### config.mk
export PLATFORM = sky130hd
export DESIGN_NAME = cpu_trace_capture
export DESIGN_NICKNAME = d
export VERILOG_FILES = /design/src/rtl/cpu_trace_capture.sv
export SDC_FILE = /design/constraint.sdc
export NUM_CORES = 1
export LEC_CHECK = 0
export BUFFER_PORTS_ARGS = -buffer_cell sky130_fd_sc_hd__buf_4
export CAP_MARGIN = 10
export CORE_ASPECT_RATIO = 1.2
export CORE_UTILIZATION = 45
export CTS_CLUSTER_SIZE = 14
export DETAILED_ROUTE_END_ITERATION = 10
export SYNTH_ARGS = -nofsm -noshare
export SYNTH_HDL_FRONTEND = slang
export SYNTH_SLANG_ARGS = --single-unit
### constraint.sdc
create_clock -name clk -period 9.9 [get_ports clk]
set_clock_uncertainty 0.2 [all_clocks]
set_input_delay 0.495 -clock clk [delete_from_list [all_inputs] [get_ports clk]]
set_output_delay 0.495 -clock clk [all_outputs]
set_load 0.01 [all_outputs]
### src/rtl/cpu_trace_capture.sv
// cpu_trace_capture: captures retired-instruction records into a small FIFO and
// streams each record out as four 32-bit words over a valid/ready interface.
//
// Ports:
//   clk, rst_n             clock, asynchronous active-low reset
//   cap_en, retire         capture enable, one-cycle retire pulse
//   PC, Inst_code, F       retired PC, instruction word, ALU result
//   FR_ZF, FR_OF           zero / overflow flags
//   out_data, out_valid    serialized trace word and its valid
//   out_ready, out_last    sink ready, marks the final word of a record
//   ovf, drop_cnt          sticky overflow flag, saturating dropped-record count
//   clr_ovf                clears ovf and drop_cnt
//   count                  current FIFO occupancy
module cpu_trace_capture #(
  parameter int unsigned DEPTH = 8,
  parameter int unsigned CNT_W = 8
) (
  input  logic                       clk,
  input  logic                       rst_n,
  input  logic                       cap_en,
  input  logic                       retire,
  input  logic [31:0]                PC,
  input  logic [31:0]                Inst_code,
  input  logic [31:0]                F,
  input  logic                       FR_ZF,
  input  logic                       FR_OF,
  output logic [31:0]                out_data,
  output logic                       out_valid,
  input  logic                       out_ready,
  output logic                       out_last,
  output logic                       ovf,
  output logic [CNT_W-1:0]           drop_cnt,
  input  logic                       clr_ovf,
  output logic [$clog2(DEPTH):0]     count
);

  localparam int unsigned AW = $clog2(DEPTH);
  localparam logic [AW:0] DepthC = (AW+1)'(DEPTH);

  // Record storage; not reset, entries are discarded by clearing the pointers.
  logic [31:0] pc_mem    [DEPTH];
  logic [31:0] inst_mem  [DEPTH];
  logic [31:0] f_mem     [DEPTH];
  logic [1:0]  flags_mem [DEPTH];

  logic [AW-1:0]    wr_ptr_q, wr_ptr_d;
  logic [AW-1:0]    rd_ptr_q, rd_ptr_d;
  logic [AW:0]      count_q, count_d;
  logic [1:0]       idx_q, idx_d;
  logic             ovf_q, ovf_d;
  logic [CNT_W-1:0] drop_q, drop_d;

  logic push_req, push_ok, drop, hs, pop;

  always_comb begin
    out_valid = (count_q != '0);
    hs        = out_valid && out_ready;
    pop       = hs && (idx_q == 2'd3);
    push_req  = retire && cap_en;
    // A full FIFO still accepts when the head record leaves on this same edge.
    push_ok   = push_req && ((count_q < DepthC) || pop);
    drop      = push_req && !push_ok;

    out_last  = out_valid && (idx_q == 2'd3);
    out_data  = '0;
    if (out_valid) begin
      unique case (idx_q)
        2'd0: out_data = pc_mem[rd_ptr_q];
        2'd1: out_data = inst_mem[rd_ptr_q];
        2'd2: out_data = f_mem[rd_ptr_q];
        2'd3: out_data = {30'b0, flags_mem[rd_ptr_q]};
        default: out_data = '0;
      endcase
    end
  end

  always_comb begin
    wr_ptr_d = wr_ptr_q;
    rd_ptr_d = rd_ptr_q;
    count_d  = count_q;
    idx_d    = idx_q;
    ovf_d    = ovf_q;
    drop_d   = drop_q;

    if (push_ok) wr_ptr_d = wr_ptr_q + AW'(1);
    if (pop)     rd_ptr_d = rd_ptr_q + AW'(1);
    if (hs)      idx_d    = idx_q + 2'd1;

    unique case ({push_ok, pop})
      2'b10:   count_d = count_q + (AW+1)'(1);
      2'b01:   count_d = count_q - (AW+1)'(1);
      default: count_d = count_q;
    endcase

    // A drop in the clearing cycle counts as the first drop after the clear.
    if (clr_ovf) begin
      ovf_d  = drop;
      drop_d = drop ? CNT_W'(1) : '0;
    end else if (drop) begin
      ovf_d = 1'b1;
      if (drop_q != '1) drop_d = drop_q + CNT_W'(1);
    end
  end

  always_ff @(posedge clk or negedge rst_n) begin
    if (!rst_n) begin
      wr_ptr_q <= '0;
      rd_ptr_q <= '0;
      count_q  <= '0;
      idx_q    <= '0;
      ovf_q    <= 1'b0;
      drop_q   <= '0;
    end else begin
      wr_ptr_q <= wr_ptr_d;
      rd_ptr_q <= rd_ptr_d;
      count_q  <= count_d;
      idx_q    <= idx_d;
      ovf_q    <= ovf_d;
      drop_q   <= drop_d;
    end
  end

  always_ff @(posedge clk) begin
    if (push_ok) begin
      pc_mem[wr_ptr_q]    <= PC;
      inst_mem[wr_ptr_q]  <= Inst_code;
      f_mem[wr_ptr_q]     <= F;
      flags_mem[wr_ptr_q] <= {FR_OF, FR_ZF};
    end
  end

  assign ovf      = ovf_q;
  assign drop_cnt = drop_q;
  assign count    = count_q;

endmodule

# Word-level counts from Yosys, hierarchy flattened
# Memory sizes are Yosys's and may differ from the RTL's.
# Cells that the tools add are included.
# classes
reduce_logical	14
n_shift	0
n_eq_ne	6
bitwise_logic	0
order_cmp	1
mux	11
mul	0
div_mod_pow	0
n_addsub	6
# ops
cell	n
case mux 32 bit (4 select lines)	1
two-way mux 32 bit	1
two-way mux 8 bit	3
adder 8 x 1 -> 8 bit, second input constant	1
inequality test 8 bit, second input constant	1
case mux 4 bit (2 select lines)	1
adder 3 x 1 -> 3 bit, second input constant	2
equality test 2 bit, second input constant	3
logical AND 1 bit	6
nonzero test 2 bit	3
two-way mux 1 bit	5
adder 4 x 1 -> 4 bit, second input constant	1
equality test 2 x 1 -> 1 bit, second input constant	2
< comparator 4 bit, second input constant	1
nonzero test 4 bit	1
subtractor 4 x 1 -> 4 bit, second input constant	1
adder 2 x 1 -> 2 bit, second input constant	1
zero test 2 bit	1
AND reduction 2 bit	1
zero test 1 bit	1
logical OR 1 bit	1
# word_totals
elab_cells	48
in_bits	104
latch_bits	0
mem_bits_ro	0
output_inout_bits	47
reg_bits	21
ramBits	784
memories	4
# mem_list
name	words	width	rd	rd_ports_with_merged_regs	wr	line	text
f_mem	8	32	1	0	1	43	logic [31:0] f_mem [DEPTH];
inst_mem	8	32	1	0	1	42	logic [31:0] inst_mem [DEPTH];
pc_mem	8	32	1	0	1	41	logic [31:0] pc_mem [DEPTH];
flags_mem	8	2	1	0	1	44	logic [1:0] flags_mem [DEPTH];

# Depth between registers and ports, before layout
# depth
depth_word	9
mapped_depth	11
mapped_depth_nobuf	11

# Worst setup path after synthesis
# No wires, ideal clock.
# synth_path
kind	register to register
start	reg idx_q[0]
end	mem f_mem[0][0], enable pin
setup_ps	675
path_slack_ps	1227
n_path_buf	0
path_stages_with_launch	6
period_less_slack_ps	8673
required_ps	9025
arrival_time_ps	7798
cell_sequence	dfrtp_1 > ha_1 > nand2_1 > a21oi_1 > nand2b_1 > nor3_1
# synth_via
elab_chain_len	6
# synth_lines
element	line	text
from (decl)	49	logic [1:0] idx_q, idx_d;
from (signal assigned)	117	idx_q <= idx_d;
equality test 2 bit	58	pop = hs && (idx_q == 2'd3);
logical AND 1 bit	58	
logical OR 1 bit	61	push_ok = push_req && ((count_q < DepthC) || pop);
logical AND 1 bit	61	
two-way mux 1 bit	124	if (push_ok) begin
two-way mux 1 bit (not written as such)	127	f_mem[wr_ptr_q] <= F;
to (decl)	43	
# Every way passes these cells.

# Worst setup path in the final report
# layout_path
start	reg rd_ptr_q[0]
end	out out_data[22]
# layout_via
elab_chain_len	3
word_cells_on_any_way	5
cone_classes	2 x mux; 3 x memory
# layout_lines
element	line	text
from (decl)	47	logic [AW-1:0] rd_ptr_q, rd_ptr_d;
from (signal assigned)	115	rd_ptr_q <= rd_ptr_d;
memory (8 x 32 bit) (on tied branches)	-	
case mux 32 bit (4 select lines) (*)	67	unique case (idx_q)
two-way mux 32 bit (*)	66	if (out_valid) begin
to (decl)	27	output logic [31:0] out_data,
# Mark *: on every way between the ends. The rest lies on a longest branch, timed or not.

==> results.yml <==
die:
  core_box_area_um2: 68200
  die_width_um: 241
  core.rowCount: 105
  die_area_um2: 69900
  top_level_ports: 151
  initial_core_util_pct: 45.4
  dieHeight_um: 289
power:
  vdd_ir_drop_max_v: 0.000191
  power-per-cell-area_nw_per_um2: 266
  total_leakage_power_nw: 11.9
  report.power.total_w: 0.00972
clock_network:
  cts_tree: "built"
  holdBufCountCts: 101
  insertion_delay_ps: 600
  cts.root.buffer_cell: "sky130_fd_sc_hd__clkbuf_16"
  htree_levels: 3
  clockBufferDepth: 3
  cts_made_buffers: 79
  cts.clk_slew.worst_paths_ps: 60
  clkSinkCount: 805
  post_cts_setup_driven_buffer_insertion_count: 0
  ctsResizeCount: 0
place:
  numPortBuffers: 150
  place_congestion: 0.705
  post-place-cells: 2359
  hpwlAfterDp_um: 35500
worst_setup_path:
  critPathArrivalTime_ps: 4190
  critical-path-top-cell-by-count: "sky130_fd_sc_hd__buf_4"
  critical_path_required_ps: 9210
  series_of_cell_instances_along_the_critical_path: "buf_4 -> buf_4 -> mux4_2 -> mux2i_1 -> o22a_1 -> o21ai_0 -> buf_4"
  worst-path-max-fanout: 38
  setup.worst_path.end_class: "primary output"
  path_class: "register to primary output"
  cp-start-kind: "register"
  max_stage_delay_ps: 830
  cp_slowest_cell: "sky130_fd_sc_hd__dfrtp_4"
outcome:
  outcome: "finished, final reports clean"
cells_and_area:
  post_route_cells_drive_above_1_share_pct: 29.1
  final-instance-count-excl-fill: 2592
  filler_cell_count: 5187
  register_area_um2: 24100
  finish.net_count: 1746
  multiInputGateArea_um2: 6580
  area_growth_syn_to_layout_pct: 18.0
synthesis:
  seq_area_frac_synth_pct: 77.7
  synth_flop_cell: "sky130_fd_sc_hd__edfxtp_1"
  synth_seq_cells: 805
  post-synth-top-count-cell: "sky130_fd_sc_hd__edfxtp_1"
  count_of_flip_flops_with_a_built_in_enable_after_synthesis: 784
  synth.top_cells.by_area: "sky130_fd_sc_hd__edfxtp_1 76%, sky130_fd_sc_hd__mux4_2 14%, sky130_fd_sc_hd__mux2i_1 3.1%, sky130_fd_sc_hd__dfrtp_1 1.7%, sky130_fd_sc_hd__o22a_1 0.85%"
  synthesis.area_per_instance_um2: 23.2
  netlist.area_leader.share_pct: 76.0
  synth.top_cells.by_count: "784 x sky130_fd_sc_hd__edfxtp_1, 196 x sky130_fd_sc_hd__mux4_2, 96 x sky130_fd_sc_hd__mux2i_1"
  synth_nets: 1450
  post_synth_instance_area_um2: 31000
  yosys_warnings: 0
  netlist_instances: 1336
  netlist.top_cell.by_area: "sky130_fd_sc_hd__edfxtp_1"
  postSynth.asyncResetShare_pct: 2.61
  post_synth_num_cell_types: 46
timing:
  hold_viol_final: 0
  max_clock_freq_ghz: 0.205
  grt_setup_unrepaired: "no"
  finalSetupViolCount: 0
  fin_tns_setup_ps: 0
  finalCritPeriodShare_pct: 49.3
  slew_viol_final: 0
  post-route-min-period_ps: 4880
  timing.slew.headroom_pct: 32.1
  tightest_slew_ps: 1020
flow_run:
  max-cap-violations: 0
route:
  totalWireLength_um: 66300
  firstDrtPassIters: 5
  detail_route.vias_per_cell: 5.57
  remaining_drc_errors: 0
  met1_length_um: 28000
  final_antenna_net_count: 0
  detailroute.wirelength.met3_um: 3150
  num_vias: 14400
  topRoutingLayerUsed: "met5"
  drtIter0Drc: 1027
  post_drt_wl_per_cell_um: 25.6
  route.met2.wl_um: 33800
grt:
  overflow: 0
  grt_start_max_net_pins: 65
  antenna_violations_before_repair: 9
  globalRouteTotalUtil_pct: 19.6
  first_global_vias: 15600
  first_pass_grt_wire_length_um: 99600
worst_hold_path:
  holdCritPathClass: "input port to async pin"
[stage by stage]
stage	worst slack (ps)	hold WS [ps]	area, um2	util, %
2_1_floorplan	1230	-0.591	31000	-
3_3_place_gp	5520	195	33200	48.7
3_5_place_dp	5500	201	33200	48.7
4_1_cts	4830	85.7	36500	53.6
5_1_grt	4650	151	36500	53.6
6_report	5020	111	36500	53.6
[worst max-delay path: cells and delay by family (launching register included)]
kind	cells	cell delay (ps)
compound gates	2	400
buf+inv	3	1570
flops	1	830
mux	2	760
[flip-flops by register name, summed over array words and instances (netlist names)]
| signal | cells |
|---|---|
| inst_mem | 256 |
| pc_mem | 256 |
| drop_cnt | 8 |
| flags_mem | 16 |
| idx_q | 2 |
| wr_ptr_q | 3 |
| ovf | 1 |
| rd_ptr_q | 3 |
| f_mem | 256 |
| count | 4 |
[cell usage in the layout (no fill, tap or decap), types with 3 or more instances in the layout]
cell type	n
sky130_fd_sc_hd__inv_1	9
sky130_fd_sc_hd__clkbuf_1	24
sky130_fd_sc_hd__nand3b_1	3
sky130_fd_sc_hd__nand2b_1	5
sky130_fd_sc_hd__mux2i_1	96
sky130_fd_sc_hd__a21oi_1	10
sky130_fd_sc_hd__nor2_1	5
sky130_fd_sc_hd__mux2_2	4
sky130_fd_sc_hd__diode_2	4
sky130_fd_sc_hd__buf_4	179
sky130_fd_sc_hd__dfrtp_1	18
sky130_fd_sc_hd__clkinv_2	4
sky130_fd_sc_hd__ha_1	10
sky130_fd_sc_hd__o22a_1	30
sky130_fd_sc_hd__clkinv_1	11
sky130_fd_sc_hd__bufinv_16	3
sky130_fd_sc_hd__xnor2_1	6
sky130_fd_sc_hd__edfxtp_1	784
sky130_fd_sc_hd__dfrtp_4	3
sky130_fd_sc_hd__xor2_1	5
sky130_fd_sc_hd__dlygate4sd3_1	101
sky130_fd_sc_hd__nand2_1	10
sky130_fd_sc_hd__clkbuf_16	81
sky130_fd_sc_hd__nor2_4	6
sky130_fd_sc_hd__o21ai_0	34
sky130_fd_sc_hd__mux4_2	196
sky130_fd_sc_hd__nand3_1	5
[where the power goes]
part / switching (W) / total, W / internal, W
sequential: 0.000173 / 0.00419 / 0.00401
clock: 0.00120 / 0.00278 / 0.00158
combinational: 0.00142 / 0.00275 / 0.00133
[worst paths after layout]
kind | start | to | slack, ps | cells after the start
hold / removal | rst_n | drop_cnt[0] | 110 | 2
setup / recovery | rd_ptr_q[0] | out_data[22] | 5020 | 7
hold reg to reg | wr_ptr_q[0] | wr_ptr_q[0] | 320 | 1
setup reg to reg | idx_q[0] | f_mem[4][24] | 5810 | 7
min in group clk | cap_en | drop_cnt[0] | 160 | 4
max in group asynchronous | rst_n | rd_ptr_q[2] | 9140 | 2
[layer usage]
metal	vias to the layer above	global-route usage [%]
li1	6265	-
met1	7732	26.1
met2	341	33.3
met3	92	3.28
met4	8	5.82
met5	-	0
[cell type report]
cell class                 instances  share of cell area, %
inverter                           9                 0.0925
multi-input combinational        457                   18.0
timing repair buffer             280                   6.44
antenna                            4                 0.0274
clock buffer                     107                   5.87
tap                              909                   3.11
sequential                       805                   65.9
clock inverter                    21                  0.527
[logic make-up after synthesis]
group                    synth area share, %
flip-flops                              77.7
multiplexers                            17.5
AO/OA/AOI/OAI                           2.02
buffers and inverters                   1.18
AND/OR/NAND/NOR                        0.849
XOR/XNOR                               0.311
adder cells (fa/ha/maj)                0.404
Power figures use the tool's default switching activity.
